$ cat src/rtl/regfile_param_if.sv
// Register file bus: two read ports, one write port, clear-sweep request.
// Master drives selectors/data, slave (the register file) returns reads and busy.
interface regfile_param_if #(
    parameter int DATA_W = 8,
    parameter int ADDR_W = 2
);
    logic [ADDR_W-1:0] selector_a;
    logic [ADDR_W-1:0] selector_b;
    logic [ADDR_W-1:0] selector_e;
    logic              write_bit;
    logic [DATA_W-1:0] data_in;
    logic              clear_start;
    logic [DATA_W-1:0] data_out_a;
    logic [DATA_W-1:0] data_out_b;
    logic              busy;

    modport master (
        output selector_a, selector_b, selector_e,
        output write_bit, data_in, clear_start,
        input  data_out_a, data_out_b, busy
    );

    modport slave (
        input  selector_a, selector_b, selector_e,
        input  write_bit, data_in, clear_start,
        output data_out_a, data_out_b, busy
    );
endinterface

$ cat src/rtl/regfile_param.sv
// Parameterised register file with a DEPTH-cycle sweep-clear controller.
// Define REGFILE_BYPASS_EN to forward same-cycle write data onto the read ports.
module regfile_param #(
    parameter int DATA_W = 8,
    parameter int ADDR_W = 2
) (
    input logic             CLK,
    input logic             RST,
    regfile_param_if.slave  bus
);
    localparam int DEPTH = 2 ** ADDR_W;
    localparam logic [ADDR_W-1:0] LAST = ADDR_W'(DEPTH - 1);

    typedef enum logic {
        IDLE  = 1'b0,
        CLEAR = 1'b1
    } state_t;

    state_t            r_state;
    state_t            w_state_nxt;
    logic [ADDR_W-1:0] r_ptr;
    logic [DATA_W-1:0] r_mem [DEPTH];

    always_ff @(posedge CLK) begin
        if (RST) begin
            for (int i = 0; i < DEPTH; i++) begin
                r_mem[i] <= '0;
            end
            r_state <= IDLE;
            r_ptr   <= '0;
        end else begin
            r_state <= w_state_nxt;
            unique case (r_state)
                IDLE: begin
                    // A clear request wins over a same-edge write
                    if (bus.clear_start) begin
                        r_ptr <= '0;
                    end else if (bus.write_bit) begin
                        r_mem[bus.selector_e] <= bus.data_in;
                    end
                end
                CLEAR: begin
                    r_mem[r_ptr] <= '0;
                    r_ptr        <= r_ptr + 1'b1;
                end
                default: ;
            endcase
        end
    end

    always_comb begin
        w_state_nxt = r_state;
        unique case (r_state)
            IDLE: begin
                if (bus.clear_start) begin
                    w_state_nxt = CLEAR;
                end
            end
            CLEAR: begin
                if (r_ptr == LAST) begin
                    w_state_nxt = IDLE;
                end
            end
            default: w_state_nxt = IDLE;
        endcase
    end

    assign bus.busy = (r_state == CLEAR);

`ifdef REGFILE_BYPASS_EN
    logic w_fwd;
    assign w_fwd = (r_state == IDLE) && bus.write_bit
                && !bus.clear_start && !RST;

    assign bus.data_out_a = (w_fwd && (bus.selector_e == bus.selector_a))
                          ? bus.data_in : r_mem[bus.selector_a];
    assign bus.data_out_b = (w_fwd && (bus.selector_e == bus.selector_b))
                          ? bus.data_in : r_mem[bus.selector_b];
`else
    assign bus.data_out_a = r_mem[bus.selector_a];
    assign bus.data_out_b = r_mem[bus.selector_b];
`endif
endmodule

$ cat src/flat_wrapper.sv
// flat-port wrapper written by rule: the top's interface ports become plain ports
module regfile_param_flat 
#(
    parameter int DATA_W = 8,
    parameter int ADDR_W = 2
)
  (CLK, RST, bus_selector_a, bus_selector_b, bus_selector_e, bus_write_bit, bus_data_in, bus_clear_start, bus_data_out_a, bus_data_out_b, bus_busy);
  regfile_param_if #(.DATA_W(DATA_W), .ADDR_W(ADDR_W)) bus_i ();
  input logic CLK;
  input logic RST;
  input wire logic [$bits(bus_i.selector_a)-1:0] bus_selector_a;
  input wire logic [$bits(bus_i.selector_b)-1:0] bus_selector_b;
  input wire logic [$bits(bus_i.selector_e)-1:0] bus_selector_e;
  input wire logic [$bits(bus_i.write_bit)-1:0] bus_write_bit;
  input wire logic [$bits(bus_i.data_in)-1:0] bus_data_in;
  input wire logic [$bits(bus_i.clear_start)-1:0] bus_clear_start;
  output wire logic [$bits(bus_i.data_out_a)-1:0] bus_data_out_a;
  output wire logic [$bits(bus_i.data_out_b)-1:0] bus_data_out_b;
  output wire logic [$bits(bus_i.busy)-1:0] bus_busy;
  assign bus_i.selector_a = bus_selector_a;
  assign bus_i.selector_b = bus_selector_b;
  assign bus_i.selector_e = bus_selector_e;
  assign bus_i.write_bit = bus_write_bit;
  assign bus_i.data_in = bus_data_in;
  assign bus_i.clear_start = bus_clear_start;
  assign bus_data_out_a = bus_i.data_out_a;
  assign bus_data_out_b = bus_i.data_out_b;
  assign bus_busy = bus_i.busy;
  regfile_param #(.DATA_W(DATA_W), .ADDR_W(ADDR_W)) u_core (.CLK(CLK), .RST(RST), .bus(bus_i));
endmodule
$ cat config.mk
export PLATFORM = sky130hd
export DESIGN_NAME = regfile_param_flat
export DESIGN_NICKNAME = d
export VERILOG_FILES = /design/src/rtl/regfile_param_if.sv /design/src/rtl/regfile_param.sv /design/src/flat_wrapper.sv
export SDC_FILE = /design/constraint.sdc
export NUM_CORES = 1
export LEC_CHECK = 0
export ABC_AREA = 0
export BUFFER_PORTS_ARGS = -buffer_cell sky130_fd_sc_hd__buf_4
export CORE_MARGIN = 3
export CORE_UTILIZATION = 50
export DETAILED_ROUTE_END_ITERATION = 10
export GPL_TIMING_DRIVEN = 0
export PLACE_DENSITY_LB_ADDON = 0.2
export SLEW_MARGIN = 20
export SYNTH_ARGS = -nofsm -noshare
export SYNTH_HDL_FRONTEND = slang
export SYNTH_SLANG_ARGS = --single-unit
$ cat constraint.sdc
create_clock -name CLK -period 4.7 [get_ports CLK]
set_input_delay 0.705 -clock CLK [delete_from_list [all_inputs] [get_ports CLK]]
set_output_delay 0.705 -clock CLK [all_outputs]
set_load 0.005 [all_outputs]
==> results of run 1 <==
where the power goes:
group	internal, W	leakage [nW]	switching [W]	total [W]
registers	0.000359	0.356	0.00000926	0.000368
logic	0.0000565	0.443	0.0000508	0.000107
clock network	0.0000577	0.0282	0.0000987	0.000156
total	0.000473	0.828	0.000159	0.000632
worst reg2reg max path, delay by kind of cell (launching register included):
family	cells	cell delay [ps]
AO/OA/AOI/OAI	1	710
AND/OR/NAND/NOR	2	630
flip-flops	1	380
buffers and inverters	1	170
area by class of cell:
type | count | area share, %
buffer | 5 | 1.35
clock buffer | 6 | 1.93
clock inverter | 2 | 0.585
inverter | 9 | 1.58
multi-input combinational | 75 | 33.2
sequential | 35 | 47.8
tap | 46 | 2.69
timing repair buffer | 31 | 10.9
synth_stat cells, drive strengths merged:
library cell | instances | area (um^2)
nor4b | 3 | 53.8
a21oi | 2 | 10.0
nand2 | 9 | 33.8
buf | 5 | 28.8
and2 | 1 | 6.26
or4b | 1 | 10.0
nor2 | 22 | 82.6
nor3b | 1 | 7.51
edfxtp | 32 | 961
ha | 1 | 12.5
dfxtp | 3 | 60.1
o21ai | 3 | 18.8
nand2b | 1 | 6.26
a21boi | 1 | 7.51
inv | 9 | 33.8
nor3 | 8 | 40.0
nor2b | 2 | 12.5
nor4bb | 1 | 10.0
o221ai | 1 | 15.0
a211oi | 1 | 7.51
mux4 | 16 | 360
o2111ai | 1 | 15.0
per-stage QoR:
stage / setup WS, ps / std cells / utilization (%) / cell area [um^2]
3_5_place_dp: 2120 / 201 / 61.5 / 2080
5_1_grt: 2250 / 209 / 63.0 / 2140
3_3_place_gp: 1660 / 200 / 61.2 / 2080
6_report: 2300 / 209 / 63.0 / 2140
4_1_cts: 2290 / 209 / 63.0 / 2140
2_1_floorplan: 2450 / 124 / - / 1790
cells by family after synthesis:
logic type | Yosys count | share of synthesized area (%)
AO/OA/AOI/OAI | 9 | 4.12
multiplexers | 16 | 20.1
AND/OR/NAND/NOR | 49 | 14.7
adder cells (fa/ha/maj) | 1 | 0.698
flip-flops | 35 | 56.9
buffers and inverters | 14 | 3.49
per-layer routing:
layer,global-route usage (%),wire [um]
met4,9.84,102
met3,5.27,300
met2,32.9,1980
met1,23.7,1440
met5,0,0
sequential cells by signal (all words and copies together), names as in the netlist:
| name | count |
|---|---|
| u_core.bus.busy | 1 |
| u_core.r_mem | 32 |
| u_core.r_ptr | 2 |
worst max path at each step:
stage	endpoint	slack, ps	depth (start not counted)
5_1_grt	bus_data_out_a[4]	2250	3
3_5_place_dp	u_core.r_mem[0][4]	2120	4
3_3_place_gp	u_core.r_mem[3][4]	1660	4
6_report	bus_data_out_a[7]	2300	3
4_1_cts	bus_data_out_a[7]	2290	3
2_1_floorplan	u_core.r_mem[3][0]	2450	3
==> summary.md, run 1 <==
| Metric | Value |
|---|---|
| Hold_sp | u_core.r_ptr[0] |
| Crit path buffers/inverters | 2 |
| Post_cts resized | 0 |
| RSZ-0062 raised after global routing | false |
| Synth-to-layout area growth | 19.2% |
| Status | complete, no violations |
| Hold path endpoint | u_core.r_ptr[0] |
| GP Congestion | 0.735 |
| Synth unique cells | 26 |
| Final hold slack | 556 ps |
| Iteration-0 DRC Markers | 67 |
| Fraction of layout cells with a size suffix above 1 | 38.7% |
| Initial antenna violation count | 0 |
| CP startpoint kind | primary input |
| Worst path slowest cell | buf_1 |
| WL final | 3820 um |
| IO Port Bufs | 30 |
| Syn Std Cell Area | 1790 um^2 |
| Crit path launch | bus_selector_a[1] |
| Seq. cell area | 1020 um^2 |
| Antenna fix cells | 0 |
| Max Freq | 0.416 GHz |
| Total CTS buffers | 5 |
| Critical-path cell list | buf_1, mux4_2, buf_4 |
| GRT Resource Usage Total | 19.8% |
| Die area | 4340 um^2 |
| Via density per instance | 5.73 |
| Static leakage | 0.828 nW |
| Layout net count | 181 |
| Skew final | 7.44 ps |
| TritonCTS clock tree | built |
| Register bit total from synthesis | 35 |
| DRC errors left | 0 |
| Vias in the first global route | 1,246 |
| CP Capture Type | output pin |
| Hold Crit Class | reg2reg |
| Row cnt | 21 |
| Clk slew on worst S/H paths | 100 ps |
| Clock buffer depth | 2 |
| Final worst path period share | 51.1% |
| Final Setup Violations | 0 |
| Crit Path Category | in2out |
| Post CTS Setup Buffer Count | 0 |
| CP delay by family, top | buffers and inverters |
| Hold Fails Final Rpt | 0 |
| Hold-fix buffers at CTS | 0 |
| Cells after Synth | 124 |
| Ports | 35 |
| Setup slack, reg-to-reg | 2450 ps |
| First-pass detailed-route iteration total | 4 |
| Worst rel slew slack | 38.1% |
| Via Count | 1,197 |
| Max incr delay on CP | 440 ps |
| Mean Syn Cell Area | 14.5 um^2 |
| FILL cells | 251 |
| Die X | 65.9 um |
| Critical Path Fanout Max | 8 |
| Worst-Skew Late Latency | 340 ps |
| Vert. Die Dim | 65.9 um |
| Most frequent cells in the layout | edfxtp_1, buf_4, nor2_1, mux4_2 |
| Crit path DAT | 1700 ps |
| DP HPWL | 2680 um |
| Worst-margin pin slew | 923 ps |
| Post-Syn Nets | 143 |
| Slew Limit Fails | 0 |
| Seq/Total Area, Yosys | 56.9% |
| Pin count of the biggest net entering global routing | 12 |
| WP data required | 3990 ps |
| Final worst path period need | 2400 ps |
| Grt ovf | 0 |
| FF-to-FF Start | u_core.bus.busy |
| CTS root buf | clkbuf_4 |
| Placeable Area | 3390 um^2 |
| Multi-input logic area | 709 um^2 |
| Worst VDD drop | 227 uV |
| Final ANT Viol Nets | 0 |
| Hold path depth | 2 |
| Reg-to-reg endpoint | u_core.r_mem[0][2] |
| DR WL/cell | 18.3 um |
| CTS HTree Levels | 2 |
| Most common cell after layout, fill and taps aside | edfxtp_1 |
| Synth Warn # | 0 |
| Initial core utilization | 52.9% |
| Reg2Reg Depth | 4 |
| Max cap viols | 0 |
| Sink count of the clock tree | 35 |
| Power per cell area | 296 nW/um^2 |
| Setup_tns | 0 ps |
| Total chip power | 0.000632 W |
| First-pass GRT wire length | 6070 um |
No activity file was read; power rests on OpenSTA's default activity.
==> run 2: changes to the inputs <==
--- a/config.mk
+++ b/config.mk
@@ -5,10 +5,10 @@
 export SDC_FILE = /design/constraint.sdc
 export NUM_CORES = 1
 export LEC_CHECK = 0
-export ABC_AREA = 0
+export ABC_AREA = 1
 export BUFFER_PORTS_ARGS = -buffer_cell sky130_fd_sc_hd__buf_4
 export CORE_MARGIN = 3
-export CORE_UTILIZATION = 50
+export CORE_UTILIZATION = 49
 export DETAILED_ROUTE_END_ITERATION = 10
 export GPL_TIMING_DRIVEN = 0
 export PLACE_DENSITY_LB_ADDON = 0.2
==> constraint.sdc (replaced) <==
create_clock -name CLK -period 2.2 [get_ports CLK]
set_input_delay 0.33 -clock CLK [delete_from_list [all_inputs] [get_ports CLK]]
set_output_delay 0.33 -clock CLK [all_outputs]
set_load 0.005 [all_outputs]
==> run 2 against run 1 <==
Against the previous run: non-clock buffer count up 2; sequential cell count did not move; utilization is essentially flat; global-route usage grew 0.54 points; first-iteration DRC count rose by 37%; count of clock-buffer cells in the layout up 1; worst hold slack worse by 350 ps; design area up 0.76%; combinational power up 120%; sequential power rose by 120%; largest cell class unchanged; largest power group unchanged; highest routed layer unchanged.
==> summary.md, run 2 <==
| Metric | Value |
|---|---|
| Power per cell area | 629 nW/um^2 (was 296 nW/um^2) |
| Met2 Usage GRT | 32.8% (was 32.9%) |
| Most frequent cell after synthesis | nor2_1 (was edfxtp_1) |
| Synth area leaders | edfxtp_1, nor2_1, o21ai_0 (was edfxtp_1, mux4_2, nor2_1) |
| Max reg flops | 32 (unchanged) |
| Final worst path period need | 1890 ps |
| Crit path DAT | 1860 ps (was 1700 ps) |
| IO Port Bufs | 34 (was 30) |
| DR WL/cell | 14.4 um (was 18.3 um) |
| Die area | 4420 um^2 (was 4340 um^2) |
| Post_cts resized | 0 (unchanged) |
| Cells after Synth | 201 (was 124) |
| GRT Resource Usage Total | 20.4% (was 19.8%) |
| Worst VDD drop | 368 uV (was 227 uV) |
| Register bit total from synthesis | 35 (unchanged) |
| Via density per instance | 5.35 (was 5.73) |
| Skew final | 7.13 ps (was 7.44 ps) |
| Static leakage | 0.918 nW (was 0.828 nW) |
| Vias in the first global route | 1,462 (was 1,246) |
| Setup_tns | 0 ps (unchanged) |
| GRT busiest layer | met2 (unchanged) |
| Mean Syn Cell Area | 8.91 um^2 (was 14.5 um^2) |
| WP data required | 2170 ps (was 3990 ps) |
| Status | complete, no violations (unchanged) |
| Max Freq | 0.528 GHz |
| Final worst path period share | 86.1% |
| Slew Limit Fails | 0 (unchanged) |
| CP Capture Type | register (was output pin) |
| Hold Fails Final Rpt | 0 (unchanged) |
| Row cnt | 21 (unchanged) |
| Synth async-reset ratio | 0% (unchanged) |
| Post-Syn Nets | 220 (was 143) |
| GP Congestion | 0.889 (was 0.735) |
| Via Count | 1,547 (was 1,197) |
| CTS root buf | clkbuf_4 (unchanged) |
| Final hold slack | 204 ps (was 556 ps) |
| Placed cell areas | 2100 um^2 (was 2080 um^2) |
| Placeable Area | 3420 um^2 (was 3390 um^2) |
| Post CTS Setup Buffer Count | 0 (unchanged) |
| Final Setup Violations | 0 (unchanged) |
| Synth-to-layout area growth | 20.3% (was 19.2%) |
| TritonCTS clock tree | built (unchanged) |
| Fraction of layout cells with a size suffix above 1 | 21.8% (was 38.7%) |
| Max cap viols | 0 (unchanged) |
| Sink count of the clock tree | 35 (unchanged) |
| Total CTS buffers | 5 (unchanged) |
| First-pass detailed-route iteration total | 4 (unchanged) |
| Ports | 35 (unchanged) |
| Worst rel slew slack | 45.9% (was 38.1%) |
| Number of synthesized flops with an enable pin | 32 (unchanged) |
| Synth area leader | edfxtp_1 (unchanged) |
| Hold Crit Class | in2reg (was reg2reg) |
| Clock buffer depth | 2 (unchanged) |
| Share of the synthesized area in the top cell type | 53.7% (was 53.6%) |
| Final Cell Area | 2150 um^2 (was 2140 um^2) |
| DP HPWL | 3000 um (was 2680 um) |
| Iteration-0 DRC Markers | 92 (was 67) |
| First-pass GRT wire length | 6490 um (was 6070 um) |
| Syn Std Cell Area | 1790 um^2 (about the same) |
| CTS HTree Levels | 2 (unchanged) |
| Final ANT Viol Nets | 0 (unchanged) |
| Critical Path Fanout Max | 8 (unchanged) |
| Met3 Resource Use GR | 5.40% (was 5.27%) |
| Layout net count | 261 (was 181) |
| Initial core utilization | 52.4% (was 52.9%) |
| Worst-margin pin slew | 809 ps (was 923 ps) |
| Synth Warn # | 0 (unchanged) |
| Core Util, Final | 63.0% (about the same) |
| Met1 GRT Util | 24.9% (was 23.7%) |
| Seq/Total Area, Yosys | 57.0% (was 56.9%) |
| Pin count of the biggest net entering global routing | 11 (was 12) |
| CP startpoint kind | register (was primary input) |
| RSZ-0062 raised after global routing | false (unchanged) |
| Most used DFF post-synth | edfxtp_1 (unchanged) |
| Clk slew on worst S/H paths | 100 ps (about the same) |
| Worst-Skew Late Latency | 330 ps (was 340 ps) |
| WL final | 4170 um (was 3820 um) |
| Die X | 66.5 um (was 65.9 um) |
| Most flops, register | u_core.r_mem (unchanged) |
| Synth unique cells | 19 (was 26) |
| Most frequent cells in the layout | nor2_1, buf_4, o21ai_0, edfxtp_1, nand2_1 (was edfxtp_1, buf_4, nor2_1, mux4_2) |
| Initial antenna violation count | 0 (unchanged) |
| Commonest cells post-synth | nor2_1, edfxtp_1, o21ai_0 (was edfxtp_1, nor2_1, mux4_2) |
| Grt ovf | 0 (unchanged) |
| Antenna fix cells | 0 (unchanged) |
| Most common cell after layout, fill and taps aside | nor2_1 (was edfxtp_1) |
| Crit Path Category | reg2reg (was in2out) |
| DRC errors left | 0 (unchanged) |
| Hold-fix buffers at CTS | 0 (unchanged) |
| Vert. Die Dim | 66.5 um (was 65.9 um) |
==> run 2: cell types whose count changed in the layout (fill, tap and decap cells not counted), sizes merged, moves of 2 or more <==
cell and change:
clkbuf +2, inv +8, mux4 -16, nand2 +16, nand3 +2, nand4 +2, nor2 +42, nor2b -2
nor3 -8, nor4b -3, o21ai +29, o22ai +16
==> run 2: worst paths after layout <==
| path | startpoint | endpoint | slack, ps | depth (start not counted) |
|---|---|---|---|---|
| setup / recovery | u_core.bus.busy | u_core.r_mem[3][5] | 310 | 6 |
| hold / removal | RST | u_core.r_ptr[0] | 200 | 2 |
| setup reg to reg | u_core.bus.busy | u_core.r_mem[3][5] | 310 | 6 |
| hold reg to reg | u_core.r_ptr[0] | u_core.r_ptr[0] | 500 | 2 |
==> run 2: final cells by class <==
type	instances	area [um^2]
clock inverter	1	5.00
clock buffer	7	45.0
buffer	4	18.8
fill	319	1260
inverter	17	63.8
tap	46	57.6
multi-input combinational	145	687
timing repair buffer	34	255
sequential	35	1020
==> run 2: metal layers <==
layer	vias up	share of wire, %
met3	13	8.8
li1	775	-
met4	0	1.9
met1	692	42
met5	-	0
met2	67	48
==> run 2: metrics by stage <==
| stage | power, W | worst slack [ps] | std cells |
|---|---|---|---|
| 6_report | 0.00135 | 306 | 289 |
| 5_1_grt | 0.00141 | 40.7 | 289 |
| 3_5_place_dp | 0.00104 | 280 | 281 |
| 2_1_floorplan | 0.000922 | 658 | 201 |
| 4_1_cts | 0.00136 | 253 | 289 |
| 3_3_place_gp | 0.00104 | 330 | 281 |
==> run 2: cell families after synthesis <==
logic type,after synthesis,synth area share (%)
AOI/OAI and AO/OA,51,15.7
DFF,35,57.0
adders and majority gates,1,0.699
buffers and inverters,21,4.61
and+or+nand+nor,93,22.0
==> run 2: worst max-delay path, cell delays in order, from the launching register on <==
cell     delay, ps
dfxtp_1        520
nor2_4         120
nand3_1         80
nand2_1         50
nand2_1         90
nand2_1         50
nor2_1         610
==> run 2: power by group <==
group	leakage (nW)	switching, W	internal (W)
registers	0.360	0.0000222	0.000770
logic	0.529	0.000135	0.000102
clock network	0.0293	0.000202	0.000124
total	0.918	0.000359	0.000996
==> run 3: changes to the inputs <==
--- a/config.mk
+++ b/config.mk
@@ -8,7 +8,7 @@
 export ABC_AREA = 1
 export BUFFER_PORTS_ARGS = -buffer_cell sky130_fd_sc_hd__buf_4
 export CORE_MARGIN = 3
-export CORE_UTILIZATION = 49
+export CORE_UTILIZATION = 50
 export DETAILED_ROUTE_END_ITERATION = 10
 export GPL_TIMING_DRIVEN = 0
 export PLACE_DENSITY_LB_ADDON = 0.2
==> constraint.sdc (replaced) <==
create_clock -name CLK -period 1.9 [get_ports CLK]
set_input_delay 0.285 -clock CLK [delete_from_list [all_inputs] [get_ports CLK]]
set_output_delay 0.285 -clock CLK [all_outputs]
set_load 0.005 [all_outputs]
==> run 3 against run 2 <==
Against the previous run: global-route usage up 1.3 points; die area down 1.8%; clock power up 42%; final cell count unchanged; critical endpoint is now u_core.r_mem[1][0]; largest cell class unchanged; largest power group unchanged.
==> summary.md, run 3 (synthesis gave the netlist of run 2 again) <==
| Metric | Value |
|---|---|
| Status | complete, no violations (unchanged) |
| GP Congestion | 0.756 (was 0.889) |
| Row cnt | 21 (unchanged) |
| WP data required | 1900 ps (was 2170 ps) |
| First-pass detailed-route iteration total | 4 (unchanged) |
| Max reg flops | 32 (unchanged) |
| Clock buffer depth | 2 (unchanged) |
| Reg-to-reg endpoint | u_core.r_mem[1][0] (was u_core.r_mem[3][5]) |
| Placeable Area | 3390 um^2 (was 3420 um^2) |
| Vert. Die Dim | 65.8 um (was 66.5 um) |
| Power per cell area | 761 nW/um^2 (was 629 nW/um^2) |
| Critical Path Fanout Max | 9 (was 8) |
| Post CTS Setup Buffer Count | 0 (unchanged) |
| Final ANT Viol Nets | 0 (unchanged) |
| Hold-fix buffers at CTS | 0 (unchanged) |
| CTS HTree Levels | 2 (unchanged) |
| Worst-margin pin slew | 521 ps (was 809 ps) |
| Most common cell after layout, fill and taps aside | nor2_1 (unchanged) |
| Reg2Reg Depth | 6 (unchanged) |
| Post_cts resized | 1 (was 0) |
| Clk slew on worst S/H paths | 100 ps (about the same) |
| Hold Fails Final Rpt | 0 (unchanged) |
| Initial antenna violation count | 0 (unchanged) |
| Crit Path Category | reg2reg (unchanged) |
| Sink count of the clock tree | 35 (unchanged) |
| CTS root buf | clkbuf_4 (unchanged) |
| Most flops, register | u_core.r_mem (unchanged) |
| Antenna fix cells | 0 (unchanged) |
| Ports | 35 (unchanged) |
| Final worst path period need | 1690 ps (was 1890 ps) |
| DRC errors left | 0 (unchanged) |
| Hold path depth | 2 (unchanged) |
| Setup_tns | 0 ps (unchanged) |
| Critical-path cell list | nand2_1, nor2_1, inv_1, nand2_2, nand2_2, nand2_1 (was nor2_4, nand3_1, nand2_1, nand2_1, nand2_1, nor2_1) |
| FF-to-FF Start | u_core.bus.busy (unchanged) |
| Die X | 65.8 um (was 66.5 um) |
| GRT Resource Usage Total | 21.7% (was 20.4%) |
| Worst path slowest cell | dfxtp_1 (was nor2_1) |
| Hold Crit Class | in2reg (unchanged) |
| Setup slack, reg-to-reg | 210 ps (was 310 ps) |
| Synth-to-layout area growth | 21.6% (was 20.3%) |
| TritonCTS clock tree | built (unchanged) |
| Pin count of the biggest net entering global routing | 11 (unchanged) |
| Final Setup Violations | 0 (unchanged) |
| Vias in the first global route | 1,452 (was 1,462) |
| Slew Limit Fails | 0 (unchanged) |
| Hold_sp | RST (unchanged) |
| Most frequent cells in the layout | nor2_1, buf_4, o21ai_0, edfxtp_1, nand2_1 (unchanged) |
| Layout net count | 261 (unchanged) |
| Via Count | 1,538 (was 1,547) |
| RSZ-0062 raised after global routing | false (unchanged) |
| DP HPWL | 3010 um (was 3000 um) |
| Via density per instance | 5.32 (was 5.35) |
| Fraction of layout cells with a size suffix above 1 | 23.0% (was 21.8%) |
| Iteration-0 DRC Markers | 98 (was 92) |
| Grt ovf | 0 (unchanged) |
| Initial core utilization | 52.8% (was 52.4%) |
| First-pass GRT wire length | 6950 um (was 6490 um) |
| Final hold slack | 176 ps (was 204 ps) |
| CP startpoint kind | register (unchanged) |
| Worst rel slew slack | 65.2% (was 45.9%) |
| IO Port Bufs | 34 (unchanged) |
| Max cap viols | 0 (unchanged) |
| Skew final | 16.9 ps (was 7.13 ps) |
| Total CTS buffers | 5 (unchanged) |
| DR WL/cell | 14.9 um (was 14.4 um) |
| Final worst path period share | 89.0% (was 86.1%) |
| Max Freq | 0.591 GHz (was 0.528 GHz) |
| WL final | 4300 um (was 4170 um) |
| Die area | 4330 um^2 (was 4420 um^2) |
| Worst-Skew Late Latency | 340 ps (was 330 ps) |
| Placed cell areas | 2100 um^2 (unchanged) |
| Static leakage | 0.927 nW (was 0.918 nW) |
| CP Capture Type | register (unchanged) |
| Max incr delay on CP | 510 ps (was 610 ps) |
| Crit path DAT | 1690 ps (was 1860 ps) |
| Final Cell Area | 2180 um^2 (was 2150 um^2) |
| Hold path endpoint | u_core.r_ptr[1] (was u_core.r_ptr[0]) |
| Worst VDD drop | 426 uV (was 368 uV) |
[run 3: cell types whose count changed in the layout (fill, tap and decap cells not counted), sizes merged]
cell / previous run / this run
clkinv: 1 / 0
clkbuf: 8 / 9
[run 3: worst max path at each step]
stage	from	to	slack (ps)	cells past startpoint
2_1_floorplan	u_core.bus.busy	u_core.r_mem[3][0]	360	6
6_report	u_core.bus.busy	u_core.r_mem[1][0]	210	6
3_3_place_gp	u_core.bus.busy	u_core.r_mem[3][1]	-30	6
4_1_cts	u_core.bus.busy	u_core.r_mem[2][0]	110	5
3_5_place_dp	u_core.bus.busy	u_core.r_mem[3][1]	-30	6
5_1_grt	u_core.bus.busy	u_core.r_mem[0][0]	30	5
[run 3: power breakdown]
group	internal [W]	switching (W)	total, W
registers	0.000891	0.0000266	0.000918
logic	0.000118	0.000158	0.000277
clock network	0.000218	0.000244	0.000462
total	0.00123	0.000429	0.00166
[run 3: final cells by class]
cell class	instances	area (um^2)
well taps	46	57.6
inverters	17	63.8
clock buffers	8	68.8
repair buffers	34	255
plain buffers	4	18.8
fillers	297	1210
multi-input cells	145	692
flip-flops and latches	35	1020
[run 3: routing by layer]
| layer | global-route usage, % | up-vias | routed length [um] |
|---|---|---|---|
| li1 | - | 775 | - |
| met1 | 28.6 | 682 | 1830 |
| met2 | 35.9 | 75 | 2010 |
| met3 | 4.76 | 6 | 412 |
| met4 | 6.22 | 0 | 46 |
| met5 | 0 | - | 0 |
[run 3: critical path, delay by kind of cell (launching register included)]
kind | cells | cell delay [ps]
buffers and inverters | 1 | 60
flip-flops | 1 | 510
AND/OR/NAND/NOR | 5 | 780
[run 3: metrics by stage]
stage,std cells,power (W),setup WS (ps),utilization [%]
final,289,0.00166,209,64.2
after global routing,289,0.00172,34.7,64.2
after CTS,289,0.00166,107,64.2
after detailed placement,281,0.00121,-31.6,62.1
after global placement,281,0.00121,-33.2,62.1
after floorplan,201,0.00107,358,-
